File: config.mk
export PLATFORM = sky130hd
export DESIGN_NAME = seg_scan_driver
export DESIGN_NICKNAME = d
export VERILOG_FILES = /design/src/rtl/seg_pkg.sv /design/src/rtl/seg_scan_timer.sv /design/src/rtl/seg_scan_driver.sv
export SDC_FILE = /design/constraint.sdc
export NUM_CORES = 1
export LEC_CHECK = 0
export CAP_MARGIN = 20
export CORE_MARGIN = 1
export CORE_UTILIZATION = 52
export CTS_CLUSTER_SIZE = 20
export DETAILED_ROUTE_END_ITERATION = 10
export HOLD_SLACK_MARGIN = 0.05
export PLACE_DENSITY = 0.74
export SYNTH_ARGS = -nofsm -noshare
export SYNTH_HDL_FRONTEND = slang
export SYNTH_HIERARCHICAL = 1
export SYNTH_SLANG_ARGS = --single-unit
File: constraint.sdc
create_clock -name clk -period 3.8 [get_ports clk]
set_input_delay 0.95 -clock clk [delete_from_list [all_inputs] [get_ports clk]]
set_output_delay 0.95 -clock clk [all_outputs]
set_load 0.01 [all_outputs]
File: src/rtl/seg_pkg.sv
// Shared constants and types for the multiplexed seven-segment scan driver.
package seg_pkg;
   localparam int             NUM_DIGITS = 4;
   localparam int             SEG_W      = 8;
   localparam int             IDX_W      = $clog2(NUM_DIGITS);
   localparam int             PAT_W      = NUM_DIGITS * SEG_W;
   localparam logic [NUM_DIGITS-1:0] AN_OFF    = 4'b1111;
   localparam logic [SEG_W-1:0]      SEG_BLANK = 8'h00;

   typedef logic [IDX_W-1:0] digit_idx_t;
   typedef logic [SEG_W-1:0] seg_t;

   // Pick the segment byte for one digit out of a packed four-digit pattern.
   function automatic seg_t digit_slice(input logic [PAT_W-1:0] pat, input digit_idx_t k);
      return pat[k*SEG_W +: SEG_W];
   endfunction

   // One-hot active-low digit enable for digit k.
   function automatic logic [NUM_DIGITS-1:0] digit_enable(input digit_idx_t k);
      return ~(NUM_DIGITS'(1) << k);
   endfunction
endpackage

File: src/rtl/seg_scan_timer.sv
// Slot prescaler and digit index for the scan driver; flags the lit part of a
// slot and the last cycle of a frame.
module seg_scan_timer
   import seg_pkg::*;
#(
   parameter int SCAN_DIV  = 50000,
   parameter int BLANK_CYC = 2
) (
   input  logic       clk,
   input  logic       rst,
   output digit_idx_t idx,
   output logic       visible,
   output logic       boundary
);
   localparam int CNT_W = (SCAN_DIV > 2) ? $clog2(SCAN_DIV) : 1;
   localparam logic [CNT_W-1:0] CNT_MAX   = CNT_W'(SCAN_DIV - 1);
   localparam logic [CNT_W-1:0] CNT_BLANK = CNT_W'(BLANK_CYC);
   localparam digit_idx_t       IDX_LAST  = IDX_W'(NUM_DIGITS - 1);

   logic [CNT_W-1:0] cnt;

   always_ff @(posedge clk or posedge rst) begin
      if (rst) begin
         cnt <= '0;
         idx <= '0;
      end else if (cnt == CNT_MAX) begin
         cnt <= '0;
         idx <= (idx == IDX_LAST) ? '0 : idx + 1'b1;
      end else begin
         cnt <= cnt + 1'b1;
      end
   end

   assign visible  = (cnt >= CNT_BLANK);
   assign boundary = (cnt == CNT_MAX) && (idx == IDX_LAST);
endmodule

File: src/rtl/seg_scan_driver.sv
// Four-digit multiplexed seven-segment driver: buffers a loaded pattern until
// the frame boundary, then scans it out with blanked, active-low digit enables.
module seg_scan_driver
   import seg_pkg::*;
#(
   parameter int SCAN_DIV  = 50000,
   parameter int BLANK_CYC = 2
) (
   input  logic                  clk,
   input  logic                  rst,
   input  logic                  load,
   input  logic [PAT_W-1:0]      pattern,
   input  logic                  en,
   output logic [SEG_W-1:0]      seg,
   output logic [NUM_DIGITS-1:0] an,
   output logic                  pending,
   output logic                  frame_tick
);
   digit_idx_t       idx;
   logic             visible;
   logic             boundary;
   logic [PAT_W-1:0] disp;
   logic [PAT_W-1:0] pbuf;

   seg_scan_timer #(
      .SCAN_DIV  (SCAN_DIV),
      .BLANK_CYC (BLANK_CYC)
   ) u_timer (
      .clk      (clk),
      .rst      (rst),
      .idx      (idx),
      .visible  (visible),
      .boundary (boundary)
   );

   // Commit only at the frame edge so a frame never shows a mix of two patterns;
   // a load landing on the edge itself wins over anything still buffered.
   always_ff @(posedge clk or posedge rst) begin
      if (rst) begin
         disp    <= '0;
         pbuf    <= '0;
         pending <= 1'b0;
      end else if (boundary) begin
         if (load)
            disp <= pattern;
         else if (pending)
            disp <= pbuf;
         pending <= 1'b0;
      end else if (load) begin
         pbuf    <= pattern;
         pending <= 1'b1;
      end
   end

   always_ff @(posedge clk or posedge rst) begin
      if (rst) begin
         seg        <= SEG_BLANK;
         an         <= AN_OFF;
         frame_tick <= 1'b0;
      end else begin
         seg        <= digit_slice(disp, idx);
         an         <= (en && visible) ? digit_enable(idx) : AN_OFF;
         frame_tick <= boundary;
      end
   end
endmodule
==> results of run 1 <==
-- where the power goes --
part,leakage [nW],switching (W),internal (W)
Sequential,1.03,0.0000212,0.00106
Clock,0.103,0.000352,0.000342
Combinational,1.43,0.0000702,0.0000938
Total,2.56,0.000444,0.00149
-- layer usage --
layer | track usage, % | share of wire [%] | vias to the layer above
met5 | 0 | 0 | -
met4 | 8.04 | 1.7 | 0
met3 | 3.17 | 2.9 | 11
met2 | 32.1 | 46 | 60
met1 | 29.4 | 49 | 1503
li1 | - | - | 1380
-- path summary, 6_finish.rpt --
check                      slack (ns)                 startpoint                  endpoint  cells past startpoint
hold reg to reg                  0.50       pbuf[27]$_DFFE_PP0P_      pbuf[27]$_DFFE_PP0P_                      1
hold / removal                   0.50       pbuf[27]$_DFFE_PP0P_      pbuf[27]$_DFFE_PP0P_                      1
setup / recovery                 1.18  u_timer/cnt[11]$_DFF_PP0_      disp[29]$_DFFE_PP0P_                      8
setup reg to reg                 1.18  u_timer/cnt[11]$_DFF_PP0_      disp[29]$_DFFE_PP0P_                      8
min in group asynchronous        1.01                        rst          seg[0]$_DFF_PP0_                      3
max in group asynchronous        2.34                        rst  u_timer/cnt[0]$_DFF_PP0_                      2
-- registers in the layout, summed over array words and instances (netlist names) --
signal / flops
disp: 32
pending: 1
u_timer/cnt: 16
frame_tick: 1
pbuf: 32
u_timer/idx: 2
an: 4
seg: 8
-- metrics by stage --
| stage | cells | util, % | setup WS (ns) |
|---|---|---|---|
| floorplan | 365 | - | 0.862 |
| global placement | 507 | 60.1 | 1.19 |
| detailed placement | 507 | 60.1 | 1.15 |
| CTS | 523 | 62.5 | 1.13 |
| global route | 523 | 62.5 | 0.943 |
| finish | 523 | 62.5 | 1.18 |
-- kinds of logic (layout without fill, tap and decap cells) --
| family | after synthesis | after routing | share of synthesized area, % |
|---|---|---|---|
| DFF | 96 | 96 | 51.1 |
| muxes | 43 | 43 | 14.5 |
| xor gates and xnor gates | 12 | 12 | 2.23 |
| AOI/OAI and AO/OA | 35 | 35 | 10.0 |
| and+or+nand+nor | 116 | 116 | 15.0 |
| adders and majority gates | 3 | 3 | 0.796 |
| buffers and inverters | 60 | 110 | 6.34 |
-- layout make-up --
cell class / count / share of cell area [%]
clock inverter: 4 / 0.937
timing repair buffer: 58 / 10.3
multi-input combinational: 209 / 37.0
clock buffer: 12 / 2.83
inverter: 36 / 2.47
sequential: 96 / 44.0
tap: 108 / 2.47
-- cells in the mapped netlist --
| master | number |
|---|---|
| nor2_1 | 41 |
| inv_1 | 36 |
| mux2_4 | 30 |
| nor2b_1 | 4 |
| o21ai_0 | 1 |
| a21oi_2 | 1 |
| nor4bb_1 | 3 |
| and2_1 | 2 |
| nand3_1 | 6 |
| xnor2_1 | 8 |
| or4_4 | 1 |
| nand3_4 | 1 |
| nor4_1 | 3 |
| or3b_1 | 1 |
| buf_6 | 6 |
| a211oi_1 | 1 |
| mux2_2 | 2 |
| nand2_1 | 8 |
| dfrtp_1 | 92 |
| ha_1 | 3 |
| o41ai_1 | 1 |
| buf_2 | 8 |
| nand2b_1 | 1 |
| or4_2 | 1 |
| dfstp_2 | 4 |
| o21ai_1 | 1 |
| nor3_1 | 4 |
| and3_1 | 1 |
| mux4_2 | 8 |
| a221oi_2 | 28 |
| buf_4 | 5 |
| mux2i_1 | 1 |
| nand4b_1 | 3 |
| or3_1 | 2 |
| nand4_1 | 4 |
| mux2_1 | 2 |
| clkbuf_1 | 5 |
| nor4b_1 | 1 |
| a221oi_1 | 2 |
| xor2_1 | 4 |
| and3b_1 | 29 |
==> reports/metrics.cfg, run 1 <==
[global_routing]
grt_max_degree=79
grt.total_usage_pct=20.7
overflow=0
grt_pass1_vias=2965
grt_antenna_before_repair=0
grt_pass1_wl_um=15300

[critical_path]
critPathSlowestCell=dfrtp_1
critPathRequiredTime_ns=4.06
start_kind=register
cp_slowest_stage_delay_ns=0.43
crit_family=simple AND/OR/NAND/NOR gates
crit_chain=nor4_1, nand2_1, nor4_1, and2_1, buf_4, o21ai_4, buf_4, a221oi_1
crit_path_end_kind=register
critPathMaxFanout=20
crit_buf_inv=2
cp.arrival_ns=2.88
critPathKind=reg -> reg

[detailed_routing]
wire_per_inst_um=17.2
antenna_left=0
drtIter0Drc=162
first_pass_iters=4
num_vias=2954
wl_um=9020
viasPerCell=5.65
remaining_drc_errors=0

[clock_tree]
clock_latency_ns=0.37
cts_sinks=96
post_cts_buffers=0
clk_pin_slew_worst_paths_ns=0.10
numCtsBuffers=9
clockRootBuffer=clkbuf_8
h-tree-depth=3
cts_resized=0
cts_tree=yes
hold_buffers=0
ctsLongestPathBuffers=2

[cells_and_area]
final_cell_mix=dfrtp_1 (92), clkdlybuf4s50_1 (48), nor2_1 (41)
final_common_cell=dfrtp_1
fin_nets=449
drive_gt1_share_pct=25.1
register_area_um2=2410
multiInputGateArea_um2=2030
antennaDiodeCount=0
num-fill-cells=705
design_area_um2=5480
syn_to_final_growth_pct=16.2

[yosys]
synth.avg_cell_area_um2=12.9
netlist_area_um2=4710
yosys_warnings=6
synth_area_leaders=dfrtp_1 (49%), mux2_4 (9.6%), a221oi_2 (8.9%)
yosysSeqAreaShare_pct=51.1
syn_inst=365
yosysUniqueCellTypes=41
syn_nets=404
synth.ff_latch_count=96
yosysTopAreaCell=dfrtp_1
yosysTopAreaCellShare_pct=48.8

[sta]
slew_violations=0
min_period_over_period_pct=68.9
tightest_slew_ns=0.695
fmax_ghz=0.382
setup_viol=0
hold_viol_final=0
grt_setup_unrepaired=false
slew_headroom_pct=53.7
skew_ns=0.0163
whs_ns=0.503
fin_crit_ns=2.62
setup_tns_ns=0

[power]
total_power_w=0.00194
ir_drop_v=0.000151
p_per_area_nw_per_um2=353
leakage_nw=2.56

[floorplan]
dieArea_um2=9450
fp.coreArea_um2=8760
dieHeight_um=97.2
die_width_um=97.2
row_count=34
start_util_pct=53.8
io_pins=50

[placement]
dp_hpwl_um=6280
gp_congestion=0.829
dpl_cell_area_um2=5270
numPortBuffers=49

[run]
drv_cap=0

[status]
status=complete, no violations

[min_path]
hp-class=reg -> reg

(Power assumes the default switching activity.)
==> inputs of run 2 (changes only) <==
--- a/config.mk
+++ b/config.mk
@@ -7,11 +7,11 @@
 export LEC_CHECK = 0
 export CAP_MARGIN = 20
 export CORE_MARGIN = 1
-export CORE_UTILIZATION = 52
+export CORE_UTILIZATION = 51
 export CTS_CLUSTER_SIZE = 20
 export DETAILED_ROUTE_END_ITERATION = 10
 export HOLD_SLACK_MARGIN = 0.05
-export PLACE_DENSITY = 0.74
+export PLACE_DENSITY = 0.76
 export SYNTH_ARGS = -nofsm -noshare
 export SYNTH_HDL_FRONTEND = slang
 export SYNTH_HIERARCHICAL = 1
==> constraint.sdc (replaced) <==
create_clock -name clk -period 2.3 [get_ports clk]
set_input_delay 0.575 -clock clk [delete_from_list [all_inputs] [get_ports clk]]
set_output_delay 0.575 -clock clk [all_outputs]
set_load 0.01 [all_outputs]
==> run 2 against run 1 <==
The flow now finishes with violations (DRC). Sequential cell count did not move. Critical path depth did not move. Sequential power rose by 65%. Clock skew fell by 0.0075 ns. Maximum frequency rose by 21%. Core utilization rose by 1.8 points. Final cell count rose by 2.9%. Count of clock-buffer cells in the layout fell by 3. Global-route usage rose by 0.95 points. First-iteration DRC count fell by 38%. Die area rose by 1.9%. Largest cell class unchanged. Largest power group unchanged.
==> reports/metrics.cfg, run 2 (synthesis results as in run 1) <==
[sta]
min_period_over_period_pct=94.0  ; was 68.9%
whs_ns=0.510  ; was 0.503 ns
skew_ns=0.00879  ; was 0.0163 ns
fin_crit_ns=2.16  ; was 2.62 ns
grt_setup_unrepaired=false  ; unchanged
setup_tns_ns=0  ; unchanged
hold_viol_final=0  ; unchanged
fmax_ghz=0.463  ; was 0.382 GHz
setup_viol=0  ; unchanged
tightest_slew_ns=0.703  ; was 0.695 ns
slew_headroom_pct=53.1  ; was 53.7%
slew_violations=0  ; unchanged

[clock_tree]
ctsLongestPathBuffers=2  ; unchanged
hold_buffers=0  ; unchanged
clk_pin_slew_worst_paths_ns=0.10  ; about the same
h-tree-depth=3  ; unchanged
clockRootBuffer=clkbuf_8  ; unchanged
cts_sinks=96  ; unchanged
numCtsBuffers=9  ; unchanged
clock_latency_ns=0.37  ; about the same
cts_tree=yes  ; unchanged

[critical_path]
crit_path_end_kind=register  ; unchanged
rr_startpoint=u_timer/cnt[13]$_DFF_PP0_  ; was u_timer/cnt[11]$_DFF_PP0_
r2r_slack_ns=0.14  ; was 1.18 ns
crit_chain=nor4_1, nand2_1, nor4_2, and2_1, buf_12, o21ai_4, buf_12, a221oi_2  ; was nor4_1, nand2_1, nor4_1, and2_1, buf_4, o21ai_4, buf_4, a221oi_1
start_kind=register  ; unchanged
critPathSlowestCell=dfrtp_1  ; unchanged
reg2regPathDepth=8  ; unchanged
cp_slowest_stage_delay_ns=0.42  ; was 0.43 ns
critPathMaxFanout=26  ; was 20
r2r-end=disp[25]$_DFFE_PP0P_  ; was disp[29]$_DFFE_PP0P_
cpMostUsedCell=buf_12
critPathRequiredTime_ns=2.57  ; was 4.06 ns
critPathKind=reg -> reg  ; unchanged
cp.arrival_ns=2.43  ; was 2.88 ns

[placement]
dp_hpwl_um=6690  ; was 6280 um
placed_cells=522  ; was 507
gp_congestion=0.811  ; was 0.829
numPortBuffers=49  ; unchanged

[cells_and_area]
register_area_um2=2410  ; unchanged
final_cells=538  ; was 523
syn_to_final_growth_pct=20.7  ; was 16.2%
antennaDiodeCount=0  ; unchanged
drive_gt1_share_pct=28.1  ; was 25.1%
final_cell_mix=dfrtp_1 (92), clkdlybuf4s50_1 (48), nor2_1 (41)  ; unchanged
fin_nets=464  ; was 449
multiInputGateArea_um2=2030  ; about the same
num-fill-cells=662  ; was 705
final_common_cell=dfrtp_1  ; unchanged
reg_top3=disp x32, pbuf x32, u_timer/cnt x16  ; unchanged

[detailed_routing]
antenna_left=0  ; unchanged
wl_um=9490  ; was 9020 um
wire_per_inst_um=17.6  ; was 17.2 um
remaining_drc_errors=1  ; was 0
viasPerCell=5.65  ; about the same
drtIter0Drc=101  ; was 162
first_pass_iters=9  ; was 4
num_vias=3040  ; was 2954

[global_routing]
grt_pass1_vias=3200  ; was 2965
grt_max_degree=34  ; was 79
grt.total_usage_pct=21.6  ; was 20.7%
grt_pass1_wl_um=16200  ; was 15300 um
grt_antenna_before_repair=0  ; unchanged
overflow=0  ; unchanged

[floorplan]
dieArea_um2=9630  ; was 9450 um^2
io_pins=50  ; unchanged
fp.coreArea_um2=8850  ; was 8760 um^2
start_util_pct=53.3  ; was 53.8%
dieHeight_um=98.1  ; was 97.2 um
row_count=34  ; unchanged
die_width_um=98.1  ; was 97.2 um

[power]
leakage_nw=2.65  ; was 2.56 nW
p_per_area_nw_per_um2=567  ; was 353 nW/um^2
ir_drop_v=0.000329  ; was 0.000151 V
pwr-share-comb_pct=8.9  ; was 8.5%
p_int_w=0.00244  ; was 0.00149 W
sequentialPowerShare_pct=55.2  ; was 55.7%
p_clk_share_pct=35.9  ; about the same
total_power_w=0.00323  ; was 0.00194 W
p_switching_w=0.000791  ; was 0.000444 W
power.switching_fraction_pct=24.5  ; was 22.9%

[min_path]
min_to=pbuf[26]$_DFFE_PP0P_  ; was pbuf[27]$_DFFE_PP0P_
hold_path_depth=1  ; unchanged
min_from=pbuf[26]$_DFFE_PP0P_  ; was pbuf[27]$_DFFE_PP0P_
hp-class=reg -> reg  ; unchanged

[status]
status=finished with violations  ; was complete, no violations
violations=DRC

[run]
drv_cap=0  ; unchanged

==> run 2: changes by cell type in the layout (fill, tap and decap cells not counted), sizes merged <==
cell      previous run  this run
clkbuf              12         9
clkinvlp             1         3
buf                 10        25
clkinv               1         0
inv                 37        39
==> run 2: through the flow <==
step	area, um^2	setup slack (ns)	util, %
CTS	5680	0.0977	64.2
global route	5690	0.0000753	64.3
floorplan	4720	0.0132	-
detailed placement	5470	0.105	61.8
finish	5690	0.139	64.3
global placement	5470	0.113	61.8
==> run 2: how the worst max path moves through the flow <==
stage          slack (ns)                    to  depth (start not counted)                 startpoint
6_report             0.14  disp[25]$_DFFE_PP0P_                          8  u_timer/cnt[13]$_DFF_PP0_
5_1_grt           0.00008  disp[21]$_DFFE_PP0P_                          8  u_timer/cnt[13]$_DFF_PP0_
4_1_cts               0.1  disp[29]$_DFFE_PP0P_                          8   u_timer/cnt[0]$_DFF_PP0_
3_5_place_dp         0.11  pbuf[26]$_DFFE_PP0P_                          8  u_timer/cnt[13]$_DFF_PP0_
3_3_place_gp         0.11  pbuf[27]$_DFFE_PP0P_                          8  u_timer/cnt[13]$_DFF_PP0_
2_1_floorplan        0.01   pbuf[0]$_DFFE_PP0P_                          9  u_timer/cnt[11]$_DFF_PP0_
==> run 2: layer usage <==
layer,up-vias,GRT usage (%),share of wire (%)
met5,-,0,0
met4,0,7.00,1.6
met3,14,5.01,4.2
met2,77,33.1,46
met1,1542,30.7,48
li1,1407,-,-
==> run 2: power by group through the flow <==
| stage | logic [W] | registers (W) | clock network [W] |
|---|---|---|---|
| floorplan | 0.000178 | 0.00180 | 0 |
| global placement | 0.000283 | 0.00181 | 0 |
| detailed placement | 0.000292 | 0.00181 | 0 |
| CTS | 0.000292 | 0.00178 | 0.00119 |
| global route | 0.000315 | 0.00179 | 0.00125 |
| finish | 0.000288 | 0.00178 | 0.00116 |
==> run 2: final cells by class <==
| cell class | instances | share of cell area, % |
|---|---|---|
| clock buffer | 9 | 2.18 |
| inverter | 36 | 2.44 |
| multi-input combinational | 209 | 35.7 |
| sequential | 96 | 42.3 |
| clock inverter | 7 | 1.50 |
| timing repair buffer | 73 | 13.5 |
| tap | 108 | 2.38 |
==> run 2: critical path, delay by kind of cell (launching register included) <==
kind                   cells  cell delay (ns)
AOI/OAI and AO/OA          2             0.36
buffers and inverters      2             0.35
and+or+nand+nor            4             0.91
DFF                        1             0.42
==> run 2: timing repair <==
item                       in CTS  in global routing
buffers inserted                0                  0
setup endpoints to repair       0                 61
gates resized for setup         0                  1
==> inputs of run 3 (changes only) <==
--- a/config.mk
+++ b/config.mk
@@ -8,10 +8,12 @@
 export CAP_MARGIN = 20
 export CORE_MARGIN = 1
 export CORE_UTILIZATION = 51
+export CTS_BUF_LIST = sky130_fd_sc_hd__clkbuf_8 sky130_fd_sc_hd__clkbuf_16
 export CTS_CLUSTER_SIZE = 20
 export DETAILED_ROUTE_END_ITERATION = 10
 export HOLD_SLACK_MARGIN = 0.05
 export PLACE_DENSITY = 0.76
+export SLEW_MARGIN = 20
 export SYNTH_ARGS = -nofsm -noshare
 export SYNTH_HDL_FRONTEND = slang
 export SYNTH_HIERARCHICAL = 1
==> results of run 3 <==
Final layout, timing and power as in run 2 (identical DEF).
